[config.mk]
export PLATFORM = sky130hd
export DESIGN_NAME = acc_sample_scheduler_flat
export DESIGN_NICKNAME = d
export VERILOG_FILES = /design/src/rtl/acc_sample_scheduler_pkg.sv /design/src/rtl/acc_sample_scheduler_if.sv /design/src/rtl/acc_sample_scheduler_frame_tx.sv /design/src/rtl/acc_sample_scheduler.sv /design/src/flat_wrapper.sv
export SDC_FILE = /design/constraint.sdc
export NUM_CORES = 1
export LEC_CHECK = 0
export CAP_MARGIN = 20
export CORE_ASPECT_RATIO = 0.5
export CORE_MARGIN = 2
export CORE_UTILIZATION = 50
export CTS_CLUSTER_SIZE = 8
export DETAILED_ROUTE_END_ITERATION = 7
export HOLD_SLACK_MARGIN = 0.03
export PLACE_DENSITY_LB_ADDON = 0.2
export SLEW_MARGIN = 25
export SYNTH_ARGS = -nofsm -noshare
export SYNTH_HDL_FRONTEND = slang
export SYNTH_SLANG_ARGS = --single-unit
[constraint.sdc]
create_clock -name clk -period 2.8 [get_ports clk]
set_clock_uncertainty 0.2 [all_clocks]
set_input_delay 0.42 -clock clk [delete_from_list [all_inputs] [get_ports clk]]
set_output_delay 0.42 -clock clk [all_outputs]
set_load 0.01 [all_outputs]
[src/rtl/acc_sample_scheduler_pkg.sv]
`default_nettype none
// ============================================================================
// Module   : acc_sample_scheduler_pkg
// Brief    : Shared constants, FSM encoding and frame helpers for the
//            accelerometer sample scheduler.
// Revision : 1.0 - initial release
// ============================================================================
package acc_sample_scheduler_pkg;

    localparam int         c_FRAME_LEN         = 8;
    localparam logic [7:0] c_SYNC_BYTE_DEFAULT = 8'hA5;

    localparam logic [2:0] c_ST_IDLE      = 3'd0;
    localparam logic [2:0] c_ST_WAIT_TICK = 3'd1;
    localparam logic [2:0] c_ST_START     = 3'd2;
    localparam logic [2:0] c_ST_WAIT_READ = 3'd3;
    localparam logic [2:0] c_ST_LATCH     = 3'd4;
    localparam logic [2:0] c_ST_SEND      = 3'd5;

    typedef enum logic [2:0] {
        ST_IDLE      = c_ST_IDLE,
        ST_WAIT_TICK = c_ST_WAIT_TICK,
        ST_START     = c_ST_START,
        ST_WAIT_READ = c_ST_WAIT_READ,
        ST_LATCH     = c_ST_LATCH,
        ST_SEND      = c_ST_SEND
    } sched_state_t;

    // Checksum byte: XOR of the six payload bytes {x, y, z}, MSB first.
    function automatic logic [7:0] frame_checksum(input logic [47:0] sample);
        return sample[47:40] ^ sample[39:32] ^ sample[31:24] ^
               sample[23:16] ^ sample[15:8]  ^ sample[7:0];
    endfunction

    // A sample is "in flight" in every state except the two resting ones.
    function automatic logic state_is_busy(input sched_state_t st);
        return (st != ST_IDLE) && (st != ST_WAIT_TICK);
    endfunction

endpackage
`default_nettype wire

[src/rtl/acc_sample_scheduler_if.sv]
`default_nettype none
// ============================================================================
// Module   : acc_sample_scheduler_if
// Brief    : Reader-side and UART-side signals of the sample scheduler.
//            master = scheduler, slave = surrounding glove logic.
// Revision : 1.0 - initial release
// ============================================================================
interface acc_sample_scheduler_if;
    logic               enable;
    logic               done_init;
    logic               done_read;
    logic signed [15:0] x;
    logic signed [15:0] y;
    logic signed [15:0] z;
    logic               rd_start;
    logic [7:0]         tx_data;
    logic               tx_valid;
    logic               tx_ready;
    logic               busy;
    logic [7:0]         overrun_cnt;
    logic               timeout;

    modport master (
        input  enable, done_init, done_read, x, y, z, tx_ready,
        output rd_start, tx_data, tx_valid, busy, overrun_cnt, timeout
    );

    modport slave (
        output enable, done_init, done_read, x, y, z, tx_ready,
        input  rd_start, tx_data, tx_valid, busy, overrun_cnt, timeout
    );
endinterface
`default_nettype wire

[src/rtl/acc_sample_scheduler_frame_tx.sv]
`default_nettype none
// ============================================================================
// Module   : acc_frame_tx
// Brief    : Holds the latched x/y/z sample and streams the 8-byte frame
//            (sync, payload, checksum) over a valid/ready byte interface.
// Revision : 1.0 - initial release
// ============================================================================
module acc_frame_tx
    import acc_sample_scheduler_pkg::*;
#(
    parameter logic [7:0] SYNC_BYTE = c_SYNC_BYTE_DEFAULT
) (
    input  logic        clk,
    input  logic        rst,
    input  logic        i_capture,
    input  logic [15:0] i_x,
    input  logic [15:0] i_y,
    input  logic [15:0] i_z,
    input  logic        i_load,
    input  logic        i_tx_ready,
    output logic [7:0]  o_tx_data,
    output logic        o_tx_valid,
    output logic        o_done
);
    localparam logic [2:0] c_LAST_IDX = 3'(c_FRAME_LEN - 1);

    logic [47:0] r_sample;
    logic [2:0]  r_idx;
    logic        r_valid;
    logic [7:0]  w_byte;
    logic        w_accept;

    assign w_accept = r_valid && i_tx_ready;

    // Sample latch, byte index and valid flag; index moves only on a handshake
    always_ff @(posedge clk) begin
        if (rst) begin
            r_sample <= '0;
            r_idx    <= '0;
            r_valid  <= 1'b0;
        end else begin
            if (i_capture) begin
                r_sample <= {i_x, i_y, i_z};
            end
            if (i_load) begin
                r_idx   <= '0;
                r_valid <= 1'b1;
            end else if (w_accept) begin
                if (r_idx == c_LAST_IDX) begin
                    r_valid <= 1'b0;
                end else begin
                    r_idx <= r_idx + 3'd1;
                end
            end
        end
    end

    // Byte selection for the current frame position
    always_comb begin
        w_byte = 8'h00;
        case (r_idx)
            3'd0:    w_byte = SYNC_BYTE;
            3'd1:    w_byte = r_sample[47:40];
            3'd2:    w_byte = r_sample[39:32];
            3'd3:    w_byte = r_sample[31:24];
            3'd4:    w_byte = r_sample[23:16];
            3'd5:    w_byte = r_sample[15:8];
            3'd6:    w_byte = r_sample[7:0];
            default: w_byte = frame_checksum(r_sample);
        endcase
    end

    // Data is forced to zero whenever nothing is offered so reset leaves a clean bus
    assign o_tx_data  = r_valid ? w_byte : 8'h00;
    assign o_tx_valid = r_valid;
    assign o_done     = w_accept && (r_idx == c_LAST_IDX);

endmodule
`default_nettype wire

[src/rtl/acc_sample_scheduler.sv]
`default_nettype none
// ============================================================================
// Module   : acc_sample_scheduler
// Brief    : Paces accelerometer reads, supervises each read with a timeout,
//            and forwards every completed sample as an 8-byte UART frame.
// Revision : 1.0 - initial release
// ============================================================================
module acc_sample_scheduler
    import acc_sample_scheduler_pkg::*;
#(
    parameter int         SAMPLE_DIV  = 1_000_000,
    parameter int         TIMEOUT_CYC = 200_000,
    parameter logic [7:0] SYNC_BYTE   = c_SYNC_BYTE_DEFAULT
) (
    input  logic                   clk,
    input  logic                   rst,
    acc_sample_scheduler_if.master bus
);
    localparam int c_CNT_W = $clog2(SAMPLE_DIV);
    localparam int c_TO_W  = $clog2(TIMEOUT_CYC);

    sched_state_t        r_state;
    logic [c_CNT_W-1:0]  r_cnt;
    logic [c_TO_W-1:0]   r_tcnt;
    logic                r_rd_start;
    logic                r_timeout;
    logic [7:0]          r_overrun;

    logic                w_run;
    logic                w_tick;
    logic [c_TO_W-1:0]   w_tcnt_nxt;
    logic                w_tcnt_expired;
    logic                w_capture;
    logic                w_load;
    logic                w_frame_done;
    logic [7:0]          w_tx_data;
    logic                w_tx_valid;

    assign w_run  = bus.enable && bus.done_init;
    assign w_tick = w_run && (r_cnt == c_CNT_W'(SAMPLE_DIV - 1));

    // Expiry is judged on the incremented value so the flag becomes visible
    // exactly TIMEOUT_CYC cycles after the rd_start pulse.
    assign w_tcnt_nxt     = r_tcnt + c_TO_W'(1);
    assign w_tcnt_expired = (w_tcnt_nxt == c_TO_W'(TIMEOUT_CYC - 1));

    assign w_capture = (r_state == ST_WAIT_READ) && bus.done_read;
    assign w_load    = (r_state == ST_LATCH);

    // Sample-period counter: runs only while sampling is permitted, else parked at 0
    always_ff @(posedge clk) begin
        if (rst || !w_run) begin
            r_cnt <= '0;
        end else if (w_tick) begin
            r_cnt <= '0;
        end else begin
            r_cnt <= r_cnt + c_CNT_W'(1);
        end
    end

    // Scheduler FSM with registered rd_start, read timeout and overrun accounting
    always_ff @(posedge clk) begin
        if (rst) begin
            r_state    <= ST_IDLE;
            r_tcnt     <= '0;
            r_rd_start <= 1'b0;
            r_timeout  <= 1'b0;
            r_overrun  <= '0;
        end else begin
            r_rd_start <= 1'b0;

            // A tick that cannot start a read is dropped and only counted
            if (w_tick && (r_state != ST_WAIT_TICK) && (r_overrun != 8'hFF)) begin
                r_overrun <= r_overrun + 8'd1;
            end

            case (r_state)
                ST_IDLE: begin
                    if (w_run) begin
                        r_state <= ST_WAIT_TICK;
                    end
                end
                ST_WAIT_TICK: begin
                    if (!bus.enable) begin
                        r_state <= ST_IDLE;
                    end else if (w_tick) begin
                        r_state    <= ST_START;
                        r_rd_start <= 1'b1;
                    end
                end
                ST_START: begin
                    r_tcnt  <= '0;
                    r_state <= ST_WAIT_READ;
                end
                ST_WAIT_READ: begin
                    if (bus.done_read) begin
                        r_state <= ST_LATCH;
                    end else if (w_tcnt_expired) begin
                        r_timeout <= 1'b1;
                        r_state   <= bus.enable ? ST_WAIT_TICK : ST_IDLE;
                    end else if (!bus.enable) begin
                        r_state <= ST_IDLE;
                    end else begin
                        r_tcnt <= w_tcnt_nxt;
                    end
                end
                ST_LATCH: begin
                    r_state <= ST_SEND;
                end
                ST_SEND: begin
                    // A started frame always completes; enable only picks the exit
                    if (w_frame_done) begin
                        r_state <= bus.enable ? ST_WAIT_TICK : ST_IDLE;
                    end
                end
                default: begin
                    r_state <= ST_IDLE;
                end
            endcase
        end
    end

    acc_frame_tx #(
        .SYNC_BYTE (SYNC_BYTE)
    ) u_frame_tx (
        .clk        (clk),
        .rst        (rst),
        .i_capture  (w_capture),
        .i_x        (bus.x),
        .i_y        (bus.y),
        .i_z        (bus.z),
        .i_load     (w_load),
        .i_tx_ready (bus.tx_ready),
        .o_tx_data  (w_tx_data),
        .o_tx_valid (w_tx_valid),
        .o_done     (w_frame_done)
    );

    assign bus.rd_start    = r_rd_start;
    assign bus.tx_data     = w_tx_data;
    assign bus.tx_valid    = w_tx_valid;
    assign bus.busy        = state_is_busy(r_state);
    assign bus.overrun_cnt = r_overrun;
    assign bus.timeout     = r_timeout;

endmodule
`default_nettype wire
[src/flat_wrapper.sv]
// flat-port wrapper written by rule: the top's interface ports become plain ports
module acc_sample_scheduler_flat import acc_sample_scheduler_pkg::*;
#(
    parameter int         SAMPLE_DIV  = 1_000_000,
    parameter int         TIMEOUT_CYC = 200_000,
    parameter logic [7:0] SYNC_BYTE   = c_SYNC_BYTE_DEFAULT
)
  (clk, rst, bus_enable, bus_done_init, bus_done_read, bus_x, bus_y, bus_z, bus_tx_ready, bus_rd_start, bus_tx_data, bus_tx_valid, bus_busy, bus_overrun_cnt, bus_timeout);
  acc_sample_scheduler_if bus_i ();
  input  logic clk;
  input  logic rst;
  input wire logic [$bits(bus_i.enable)-1:0] bus_enable;
  input wire logic [$bits(bus_i.done_init)-1:0] bus_done_init;
  input wire logic [$bits(bus_i.done_read)-1:0] bus_done_read;
  input wire logic [$bits(bus_i.x)-1:0] bus_x;
  input wire logic [$bits(bus_i.y)-1:0] bus_y;
  input wire logic [$bits(bus_i.z)-1:0] bus_z;
  input wire logic [$bits(bus_i.tx_ready)-1:0] bus_tx_ready;
  output wire logic [$bits(bus_i.rd_start)-1:0] bus_rd_start;
  output wire logic [$bits(bus_i.tx_data)-1:0] bus_tx_data;
  output wire logic [$bits(bus_i.tx_valid)-1:0] bus_tx_valid;
  output wire logic [$bits(bus_i.busy)-1:0] bus_busy;
  output wire logic [$bits(bus_i.overrun_cnt)-1:0] bus_overrun_cnt;
  output wire logic [$bits(bus_i.timeout)-1:0] bus_timeout;
  assign bus_i.enable = bus_enable;
  assign bus_i.done_init = bus_done_init;
  assign bus_i.done_read = bus_done_read;
  assign bus_i.x = bus_x;
  assign bus_i.y = bus_y;
  assign bus_i.z = bus_z;
  assign bus_i.tx_ready = bus_tx_ready;
  assign bus_rd_start = bus_i.rd_start;
  assign bus_tx_data = bus_i.tx_data;
  assign bus_tx_valid = bus_i.tx_valid;
  assign bus_busy = bus_i.busy;
  assign bus_overrun_cnt = bus_i.overrun_cnt;
  assign bus_timeout = bus_i.timeout;
  acc_sample_scheduler #(.SAMPLE_DIV(SAMPLE_DIV), .TIMEOUT_CYC(TIMEOUT_CYC), .SYNC_BYTE(SYNC_BYTE)) u_core (.clk(clk), .rst(rst), .bus(bus_i));
endmodule
* Yosys cells after proc, flatten, opt, wreduce, memory -nomap -nowiden *
Cells that the tools add are included.

word-level totals
  flip-flop bits (word level) = 103
  bits in latches = 0
  bits in writable memories = 0
  output and inout port bits = 20
  ROM bits = 0
  input bits = 54
  word-level logic and storage cells = 88
  memories kept = 0

cells by class
  multipliers = 0
  equal/unequal tests = 23
  order comparisons = 0
  bitwise logic cells = 9
  divide/modulo/power cells = 0
  add/subtract/negate cells = 4
  reductions and logical operators = 24
  multiplexer cells = 19
  shift-type cells = 0

operators by type and width
  kind                   count
  $pmux 8 s7             1
  $mux 18                3
  $xor 8x8->8            5
  $pmux 18 s2            1
  $mux 3                 7
  $add 20x1->20 const B  1
  $eq 20x20->1 const B   1
  $add 18x1->18 const B  1
  $eq 18x18->1 const B   1
  $eq 3x3->1 const B     6
  $pmux 3 s6             1
  $eq 3x2->1 const B     4
  $add 8x1->8 const B    1
  $logic_and 1x1->1      8
  $mux 8                 1
  $ne 2x2->1 const B     4
  $ne 8x8->1 const B     1
  $reduce_and 4->1       2
  $eq 3x1->1 const B     2
  $logic_not 3->1        2
  $reduce_bool 2->1      3
  $mux 1                 5
  $ne 4x3->1 const B     1
  $not 1->1              4
  11 further kinds       13

* Depth between registers and ports, before layout *
  depth in word-level cells = 7
  gate-level depth with buffers = 9
  depth with buffers taken out = 8

* Modules after synthesis *
From an unflattened synthesis, not the netlist that was laid out.

unflattened totals
  cell total of the unflattened synthesis = 649
  area total of the unflattened synthesis = 5617.9 um2

modules (own cells, without submodules)
  module                area each (um2)  sequential area each (um2)  cells an instance  instances
  acc_sample_scheduler  2889.0           1021.0                      367                1
  acc_frame_tx          2728.9           1041.0                      282                1

* Least setup slack after synthesis *
Ideal clock, no wire load.

  path type = register to output
  start = register u_core.u_frame_tx.r_idx[2]
  end = output port bus_tx_data[0]
  arrival = 2334 ps
  path buffers = 3
  required time = 2180 ps
  cell stages (with the launch flop) = 9
  path slack = -154 ps
  path through = dfxtp_1 > clkbuf_1 > clkbuf_1 > inv_1 > ha_1 > buf_1 > nor4_1 > a221oi_1 > nor2b_1

between the ends
  cells in the longest elaborated chain, start to end = 3
  elaborated cells between the ends (all ways) = 9
  classes of those cells = eq/ne (6); mux (2); reduce/logical (1)

ends and longest elaborated chain
  element                             line                                 RTL
  start, declared                     acc_sample_scheduler_frame_tx.sv:28  logic [2:0] r_idx;
  start signal, assigned              acc_sample_scheduler_frame_tx.sv:52  r_idx <= r_idx + 3'd1;
  $eq 3x3->1 (tied with other cells)  acc_sample_scheduler_frame_tx.sv:61  case (r_idx)
  $pmux 8 s7 (*)                      acc_sample_scheduler_frame_tx.sv:61
  $mux 8 (*)                          acc_sample_scheduler_frame_tx.sv:74  assign o_tx_data = r_valid ? w_byte : 8'h00;
  end, declared                       flat_wrapper.sv:20                   output wire logic [$bits(bus_i.tx_data)-1:0] bus_tx_data;

Every way passes the cells marked *; elsewhere a longest branch is shown, timed or not.

* Final worst setup path *
  start = register u_core.u_frame_tx.r_idx[0]
  end = output port bus_tx_data[0]

The elaborated chain is that of the path after synthesis.

==> results.sh <==
export IMPL_vdd_ir_drop_max_v=0.000289
export IMPL_grt_antenna_before_repair=0
export IMPL_critPathSlowestCell="dfxtp_4"
export IMPL_synth_compound_area_frac=0.174
export IMPL_final_common_cell="nand2_1"
export IMPL_synth_nets=723
export IMPL_critical_path_cell_chain="inv_2, ha_4, buf_12, a222oi_1, a21oi_1, a221oi_2, nor2b_1, dlygate4sd2_1"
export IMPL_required_ns=2.18
export IMPL_stdcell_count=877
export IMPL_fin_nets=796
export IMPL_min_period_ns=2.76
export IMPL_synth_top_family_by_area="simple AND/OR/NAND/NOR gates"
export IMPL_crit_path_start_kind="register"
export IMPL_synth_xor_area_frac=0.115
export IMPL_finalMaxSlewViolations=0
export IMPL_final_period_utilization=0.987
export IMPL_grt_use_total=0.225
export IMPL_drive_above_1_share=0.115
export IMPL_cts_htree_levels=3
export IMPL_clk_pin_slew_ns=0.07
export IMPL_avgViaCountPerCell=5.44
export IMPL_drt_iter0_drc=344
export IMPL_async_flop_share=0
export IMPL_area_delta_synth_final_pct=25.3
export IMPL_worstMarginPinSlew_ns=0.688
export IMPL_placedCellCount=856
export IMPL_status="finished clean"
export IMPL_place_ws_ns=-0.0164
export IMPL_hp_class="register to register"
export IMPL_maxCapViolations=0
export IMPL_clockBufferDepth=2
export IMPL_p_leak_nw=2.28
export IMPL_routedWlPerCell_um=14.4
export IMPL_grt_pass1_wl_mm=21.1
export IMPL_nFillCells=864
export IMPL_avgSynthCellArea_um2=8.12
export IMPL_cp_arrival_ns=2.14
export IMPL_cts_tree="yes"
export IMPL_synthSimpleGateAreaFrac=0.247
export IMPL_finalSetupViolCount=0
export IMPL_clkSinkCount=103
export IMPL_fin_util=0.650
export IMPL_synth_area_mux_share=0.0138
export IMPL_grt_pass1_vias=4512
export IMPL_synth_cell_types=63
export IMPL_rsz0062_at_grt="yes"
export IMPL_seq_area_frac_synth=0.385
export IMPL_drc=0
export IMPL_critical_path_top_delay_family="compound AO/OA/AOI/OAI gates"
export IMPL_pin_count=74
export IMPL_cp_end_kind="output port"
export IMPL_hold_buffers=0
export IMPL_synth_seq_cells=103
export IMPL_grt_max_degree=50
export IMPL_synth_flop_cell="dfxtp_1"
export IMPL_timing_fmax_mhz=362
export IMPL_place_congestion=0.913
export IMPL_die_w_um=150
export IMPL_crit_path_max_incr_delay_ns=0.38
export IMPL_hold_violations=0
export IMPL_path_max_fanout=6
export IMPL_synth_fa_ha_area_frac=0.0234
export IMPL_relSlewSlack=0.540
export IMPL_ant_nets=0
export IMPL_initial_core_util=0.519
export IMPL_num_rows=26
export IMPL_clk_latency_ns=0.34
export IMPL_antenna_cells=0
export IMPL_grt_overflow_total=0
export IMPL_vias=4775
export IMPL_wirelength_mm=12.6
export IMPL_port_buffers=73
export IMPL_synth_edff_count=0
export IMPL_path_class="register to output port"
export IMPL_syn_inst=659
export IMPL_power_density_mw_per_mm2=432
export IMPL_mostFrequentLayoutCells="131 x nand2_1, 101 x dfxtp_1, 69 x a21oi_1, 64 x clkdlybuf4s50_1, 52 x nor2_1"
export IMPL_critPathBufInv=3
export IMPL_design_core_area_mm2=0.0103
export IMPL_numCtsBuffers=9
export IMPL_cts_root_buf="clkbuf_16"
export IMPL_synth_area_mm2=0.00535
export IMPL_setup_ws_ns=0.0364
export IMPL_first_pass_iters=5
export IMPL_place_hpwl_mm=8.87
export IMPL_synth_warnings=0
export IMPL_dieArea_mm2=0.0116
export IMPL_die_height_um=77.2
## layout make-up
class | instances | area (um^2) | share of cell area
inverters | 11 | 41.3 | 0.00616
clock inverters | 5 | 66.3 | 0.00989
multi-input cells | 502 | 3160 | 0.471
clock buffers | 11 | 233 | 0.0347
flip-flops and latches | 103 | 2070 | 0.309
well taps | 140 | 175 | 0.0261
repair buffers | 105 | 960 | 0.143
## cell usage after synthesis (3+ instances only)
cell type / n / share of area
o21ai_1: 4 / 0.0037
and2_1: 4 / 0.0047
nor2b_1: 8 / 0.0094
buf_2: 4 / 0.0037
dfxtp_1: 103 / 0.39
xor2_1: 26 / 0.043
nand3_1: 19 / 0.018
clkbuf_1: 34 / 0.024
nand4_1: 10 / 0.012
ha_1: 10 / 0.023
a21boi_1: 4 / 0.0056
inv_1: 11 / 0.0077
a21oi_1: 70 / 0.065
o21ai_0: 9 / 0.0084
a221oi_1: 8 / 0.013
mux2i_1: 4 / 0.0075
nand2_1: 131 / 0.092
a31oi_2: 4 / 0.0094
and3_1: 7 / 0.0082
nor4_1: 4 / 0.0047
nor3b_1: 3 / 0.0042
nor3_1: 15 / 0.014
and4_1: 5 / 0.0082
a222oi_1: 7 / 0.013
nor2_1: 53 / 0.037
xnor2_1: 44 / 0.072
or3_1: 4 / 0.0047
a31oi_1: 6 / 0.0070
## path summary, 6_finish.rpt
path	start	endpoint	slack, ns	depth (start not counted)
hold / removal	u_core.r_cnt[0]	u_core.r_cnt[0]	0.26	1
setup reg to reg	u_core.r_tcnt[2]	u_core.r_tcnt[17]	0.16	8
hold reg to reg	u_core.r_cnt[0]	u_core.r_cnt[0]	0.26	1
setup / recovery	u_core.u_frame_tx.r_idx[0]	bus_tx_data[0]	0.04	8
## registers in the layout (all words and copies together), names as in the netlist
signal	count
u_core.u_frame_tx.r_sample	48
u_core.r_cnt	20
u_core.r_tcnt	18
u_core.bus.overrun_cnt	8
u_core.r_state	3
u_core.u_frame_tx.r_idx	3
u_core.bus.rd_start	1
u_core.bus.timeout	1
u_core.u_frame_tx.o_tx_valid	1
## power by group
| group | total [W] | switching [W] | internal [W] |
|---|---|---|---|
| registers | 0.00148 | 0.0000112 | 0.00147 |
| logic | 0.000154 | 0.0000616 | 0.0000921 |
| clock network | 0.00126 | 0.000561 | 0.000704 |
| total | 0.00290 | 0.000633 | 0.00226 |
## logic make-up (layout without fill, tap and decap cells)
| group | Yosys count | in the layout |
|---|---|---|
| AOI/OAI and AO/OA | 136 | 136 |
| adders and majority gates | 10 | 10 |
| xor gates and xnor gates | 70 | 70 |
| buffers and inverters | 54 | 132 |
| DFF | 103 | 103 |
| muxes | 7 | 7 |
| and+or+nand+nor | 279 | 279 |
## routing by layer
metal,global-route usage,wire (um),up-vias
met4,0.0802,231,0
met1,0.280,5600,2188
li1,-,-,2425
met2,0.380,6030,141
met3,0.0560,735,21
met5,0,0,-
## worst reg2reg max path, stage by stage, from the launching register on
cell	delay, ns
dfxtp_1	0.56
nand4_4	0.19
or3_4	0.44
xnor2_1	0.14
nand4_1	0.17
o21ai_4	0.10
buf_4	0.17
or4_1	0.47
a21oi_1	0.15
## timing repair
item / in CTS / in global routing
setup buffers: 0 / 5
gates cloned: 0 / 0
gates resized for setup: 20 / 12
hold endpoints to repair: 0 / 0
pin swaps: 0 / 7
setup endpoints to repair: 8 / 6
## per-stage QoR
step	setup TNS (ns)	cell area, um^2	hold WS (ns)	power (W)
after detailed placement	-0.0164	6290	0.244	0.00167
after global placement	0	6290	0.243	0.00167
final	0	6710	0.257	0.00290
after floorplan	0	5360	0.226	0.00157
after CTS	-0.00262	6640	0.260	0.00292
after global routing	-0.132	6710	0.299	0.00300
No activity file was read; power rests on OpenSTA's default activity.
